### config.mk
export PLATFORM = sky130hd
export DESIGN_NAME = seq_pattern_detect
export DESIGN_NICKNAME = d
export VERILOG_FILES = /design/src/rtl/seq_detect_pkg.sv /design/src/rtl/seq_window_cmp.sv /design/src/rtl/seq_pattern_detect.sv
export SDC_FILE = /design/constraint.sdc
export NUM_CORES = 1
export LEC_CHECK = 0
export ABC_AREA = 1
export BUFFER_PORTS_ARGS = -buffer_cell sky130_fd_sc_hd__clkbuf_2
export CORE_MARGIN = 2
export CORE_UTILIZATION = 53
export CTS_CLUSTER_SIZE = 40
export DETAILED_ROUTE_END_ITERATION = 16
export GPL_TIMING_DRIVEN = 0
export HOLD_SLACK_MARGIN = 0.03
export PLACE_DENSITY_LB_ADDON = 0.08
export SLEW_MARGIN = 25
export SYNTH_ARGS = -nofsm -noshare
export SYNTH_HDL_FRONTEND = slang
export SYNTH_SLANG_ARGS = --single-unit
### constraint.sdc
create_clock -name clk -period 2.2 [get_ports clk]
set_clock_uncertainty 0.2 [all_clocks]
set_input_delay 0.33 -clock clk [delete_from_list [all_inputs] [get_ports clk]]
set_output_delay 0.33 -clock clk [all_outputs]
set_load 0.02 [all_outputs]
### src/rtl/seq_detect_pkg.sv
// Shared constants for the serial pattern detector: reset defaults, match-mode encodings
// and the pattern-length field width helper.
package seq_detect_pkg;

    localparam logic OVL_OFF = 1'b0;
    localparam logic OVL_ON  = 1'b1;

    localparam int         SEQ_DEF_MAX_LEN = 4;
    localparam logic [3:0] SEQ_DEF_PATTERN = 4'b1001;
    localparam int         SEQ_DEF_LEN     = 4;
    localparam logic       SEQ_DEF_OVERLAP = OVL_OFF;

    // Width needed to hold a length in 0..max_len inclusive.
    function automatic int len_w(input int max_len);
        return $clog2(max_len + 1);
    endfunction

endpackage

### src/rtl/seq_window_cmp.sv
// Combinational masked compare of the next history window against the pattern over the
// low i_len bits, qualified by enough history (fill) and a non-zero length. Zero latency.
module seq_window_cmp #(
    parameter int MAX_LEN = 4,
    parameter int LEN_W   = 3
) (
    input  logic [MAX_LEN-1:0] i_hist_n,
    input  logic [MAX_LEN-1:0] i_pattern,
    input  logic [LEN_W-1:0]   i_len,
    input  logic [LEN_W-1:0]   i_fill_n,
    output logic               o_match
);

    logic [MAX_LEN-1:0] w_mask;

    always_comb begin
        w_mask = '0;
        for (int i = 0; i < MAX_LEN; i++) begin
            if (LEN_W'(i) < i_len) begin
                w_mask[i] = 1'b1;
            end
        end
    end

    assign o_match = (i_len != '0) &&
                     (i_fill_n >= i_len) &&
                     (((i_hist_n ^ i_pattern) & w_mask) == '0);

endmodule

### src/rtl/seq_pattern_detect.sv
// Serial pattern detector, programmable pattern/length, overlap or non-overlap; one-cycle registered
// match pulse the cycle after the completing bit, no backpressure. SEQ_DETECT_COUNT_EN adds a saturating match counter.
module seq_pattern_detect
    import seq_detect_pkg::*;
#(
    parameter int                 MAX_LEN     = SEQ_DEF_MAX_LEN,
    parameter logic [MAX_LEN-1:0] DEF_PATTERN = MAX_LEN'(SEQ_DEF_PATTERN),
    parameter int                 DEF_LEN     = SEQ_DEF_LEN,
    parameter logic               DEF_OVERLAP = SEQ_DEF_OVERLAP,
`ifdef SEQ_DETECT_COUNT_EN
    parameter int                 COUNT_W     = 16,
`endif
    localparam int                LEN_W       = len_w(MAX_LEN)
) (
    input  logic               clk,
    input  logic               reset,
    input  logic               inp_bit,
    input  logic               in_valid,
    input  logic               cfg_we,
    input  logic [MAX_LEN-1:0] cfg_pattern,
    input  logic [LEN_W-1:0]   cfg_len,
    input  logic               cfg_overlap,
`ifdef SEQ_DETECT_COUNT_EN
    output logic [COUNT_W-1:0] match_count,
`endif
    output logic               seq_seen
);

    localparam logic [LEN_W-1:0] L_MAX_LEN = LEN_W'(MAX_LEN);

    logic [MAX_LEN-1:0] r_pattern;
    logic [LEN_W-1:0]   r_len;
    logic               r_overlap;
    logic [MAX_LEN-1:0] r_hist;
    logic [LEN_W-1:0]   r_fill;
    logic               r_seen;

    logic [MAX_LEN-1:0] w_hist_n;
    logic [LEN_W-1:0]   w_fill_n;
    logic [LEN_W-1:0]   w_cfg_len;
    logic               w_match;

    // Oldest bit falls off the top; the newest bit enters at bit 0.
    assign w_hist_n  = (r_hist << 1) | MAX_LEN'(inp_bit);
    assign w_fill_n  = (r_fill >= L_MAX_LEN) ? L_MAX_LEN : r_fill + LEN_W'(1);
    assign w_cfg_len = (cfg_len > L_MAX_LEN) ? L_MAX_LEN : cfg_len;

    seq_window_cmp #(
        .MAX_LEN (MAX_LEN),
        .LEN_W   (LEN_W)
    ) u_cmp (
        .i_hist_n  (w_hist_n),
        .i_pattern (r_pattern),
        .i_len     (r_len),
        .i_fill_n  (w_fill_n),
        .o_match   (w_match)
    );

    always_ff @(posedge clk) begin
        if (reset) begin
            r_pattern <= DEF_PATTERN;
            r_len     <= LEN_W'(DEF_LEN);
            r_overlap <= DEF_OVERLAP;
            r_hist    <= '0;
            r_fill    <= '0;
            r_seen    <= 1'b0;
        end else if (cfg_we) begin
            // A data bit arriving alongside a config write is dropped.
            r_pattern <= cfg_pattern;
            r_len     <= w_cfg_len;
            r_overlap <= cfg_overlap;
            r_hist    <= '0;
            r_fill    <= '0;
            r_seen    <= 1'b0;
        end else if (in_valid) begin
            r_seen <= w_match;
            if (w_match && (r_overlap != OVL_ON)) begin
                r_hist <= '0;
                r_fill <= '0;
            end else begin
                r_hist <= w_hist_n;
                r_fill <= w_fill_n;
            end
        end else begin
            r_seen <= 1'b0;
        end
    end

    assign seq_seen = r_seen;

`ifdef SEQ_DETECT_COUNT_EN
    logic [COUNT_W-1:0] r_count;

    always_ff @(posedge clk) begin
        if (reset || cfg_we) begin
            r_count <= '0;
        end else if (in_valid && w_match && (r_count != '1)) begin
            r_count <= r_count + COUNT_W'(1);
        end
    end

    assign match_count = r_count;
`endif

endmodule

==> results_dict.tcl <==
set metrics [dict create \
    outcome "finished clean" \
    vias 692 \
    leakage_nw 0.495 \
    layout_commonest_cell "inv_1" \
    dieArea_um2 1880 \
    synth_cell_types 21 \
    synth-seq-cells 15 \
    cp-end-kind "flip-flop" \
    ys_seq_area_share_pct 36.6 \
    routed_wl_um 1430 \
    cts.path.max_buffers 2 \
    cp.arrival_ns 1.95 \
    worst_hold_path.num_cells 3 \
    route.detailed.drc 0 \
    nNetsFinal 152 \
    crit_fanout 6 \
    ir_worst_vdd_mv 0.373 \
    fmaxAchievable_mhz 510 \
    final-seq-area_um2 302 \
    die_width_um 43.3 \
    finalSetupViolations 0 \
    cts_resized 0 \
    mostFrequentLayoutCells "inv_1, nand2_1, dfxtp_1" \
    wl_per_cell_um 9.60 \
    critPathKind "reg -> reg" \
    slew_violations 0 \
    cts_post_setup_buffers_inserted 0 \
    dr.pass1.iters 5 \
    tightest_slew_ns 0.385 \
    antenna_found_initial 0 \
    grt_pass1_wl_um 2620 \
    cpMostUsedCell "nand2_1" \
    cp_slowest_cell "dfxtp_2" \
    start_util_pct 55.7 \
    grt_pass1_vias 657 \
    final.fill_count 142 \
    min_to "r_pattern[1]$_SDFFE_PP0P_" \
    crit_path_start_kind "flip-flop" \
    synth_cells 117 \
    required_ns 2.19 \
    core_area_um2 1470 \
    maxCapViolCount 0 \
    rr_worst_depth 14 \
    slew_headroom_pct 74.3 \
    track_usage_pct 18.7 \
    fp.dieH_um 43.3 \
    syn_nets 135 \
    grt-ovfl-total 0 \
    num_rows 14 \
    portBuffers 12 \
    numCtsBuffers 3 \
    pin_count 14 \
    rr_startpoint "r_fill[0]$_SDFFE_PP0P_" \
    route.antenna.remaining_nets 0 \
    syn2layout_area_growth_pct 13.1 \
    timing.reg2reg.setup_slack_ns 0.24 \
    postCtsHoldBufs 0 \
    period_share_pct 89.1 \
    hold_path.class "in -> reg" \
    clk_latency_ns 0.28 \
    grt_max_degree 11 \
    final_layout_size_suffix_gt1_share_pct 22.6 \
    clk_pin_slew_ns 0.09 \
    multiInputGateArea_um2 409 \
    cp_cell_sequence "inv_1, ha_1, nand2_1, inv_1, ha_1, nand2_1, clkinv_1, nand2_1, nand2_2, nand2_2, nor2_4, nand3_4, nand2_1, inv_1" \
    timing.final.crit_period_ns 1.96 \
    max_stage_delay_ns 0.35 \
    cts_tree "done" \
    holdWs_ns 0.0729 \
    tns_ns 0 \
    ys_warn_count 0 \
    rsz0062_at_grt "no" \
    routabilityCongestion 0.834 \
    clockRootBuffer "clkbuf_4" \
    netlist_area_um2 820 \
    cts.sinks 15 \
    hp-start "cfg_pattern[1]" \
    p_per_area_nw_per_um2 588 \
    hpwlAfterDp_um 1150 \
    synth.avg_cell_area_um2 7.00 \
    hold_viol 0 \
    avgViaCountPerCell 4.64 \
    r2r-end "r_fill[1]$_SDFFE_PP0P_" \
    diodes 0 \
    cts_max_level 1 \
    drtIter0Drc 14 \
]
worst max-delay path: cells and delay by family, from the launching register on:
family	cells	cell delay (ns)
AND/OR/NAND/NOR	8	0.59
adder cells (fa/ha/maj)	2	0.55
flip-flops	1	0.35
buffers and inverters	4	0.17
layer usage:
layer | track usage [%] | part of all wire [%]
met5 | 0 | 0
met4 | 9.09 | 0.70
met3 | 2.98 | 2.8
met2 | 29.9 | 48
met1 | 24.4 | 48
registers in the layout, indices dropped and copies added (netlist names):
register,cells
r_pattern,4
r_fill,3
r_overlap,1
r_hist,3
r_len,3
seq_seen,1
Yosys cell counts (all sizes together):
cell / n / area share (%)
ha: 5 / 7.6
o211ai: 1 / 0.92
buf: 1 / 0.61
clkinv: 1 / 0.46
nand2: 27 / 14
xnor2: 1 / 1.1
inv: 26 / 12
o22ai: 1 / 0.76
nor2: 11 / 7.5
o21ai: 12 / 7.3
clkbuf: 1 / 0.46
a21oi: 10 / 6.1
nand3: 4 / 4.0
dfxtp: 15 / 37
or2: 1 / 0.76
layout make-up:
cell class	count	share of cell area (%)
well taps	16	2.16
clock buffers	4	2.83
inverters	27	10.9
multi-input cells	73	44.1
plain buffers	2	0.945
repair buffers	12	6.48
flip-flops and latches	15	32.5
power breakdown:
part | leakage [nW] | switching, mW | internal, mW
clock network | 0.0150 | 0.0856 | 0.0703
logic | 0.357 | 0.0577 | 0.0375
registers | 0.124 | 0.00911 | 0.285
total | 0.495 | 0.152 | 0.393
worst max-delay path by stage:
stage / slack, ns / to / start
after floorplan: 0.34 / r_fill[0]$_SDFFE_PP0P_ / r_fill[0]$_SDFFE_PP0P_
after CTS: 0.15 / r_hist[1]$_SDFFE_PP0P_ / r_fill[0]$_SDFFE_PP0P_
after global routing: 0.02 / r_fill[0]$_SDFFE_PP0P_ / r_fill[0]$_SDFFE_PP0P_
after global placement: 0.23 / r_fill[1]$_SDFFE_PP0P_ / r_fill[0]$_SDFFE_PP0P_
after detailed placement: 0.16 / r_hist[1]$_SDFFE_PP0P_ / r_fill[0]$_SDFFE_PP0P_
final: 0.24 / r_fill[1]$_SDFFE_PP0P_ / r_fill[0]$_SDFFE_PP0P_
metrics by stage:
step / power (mW) / setup slack (ns) / std cells / util (%) / instance area [um2]
CTS: 0.556 / 0.150 / 149 / 62.9 / 926
detailed placement: 0.397 / 0.161 / 145 / 61.1 / 900
floorplan: 0.369 / 0.342 / 117 / - / 820
finish: 0.545 / 0.239 / 149 / 63.0 / 927
global route: 0.579 / 0.0219 / 149 / 63.0 / 927
global placement: 0.393 / 0.232 / 145 / 61.1 / 900
cells by family after synthesis:
family | count (synthesis) | share of synthesized area (%)
buf+inv | 29 | 13.4
compound gates | 24 | 15.1
xor+xnor | 1 | 1.07
flops | 15 | 36.6
simple gates | 43 | 26.1
fa+ha+maj | 5 | 7.63
Note: power is estimated with default switching activity, not from simulation.
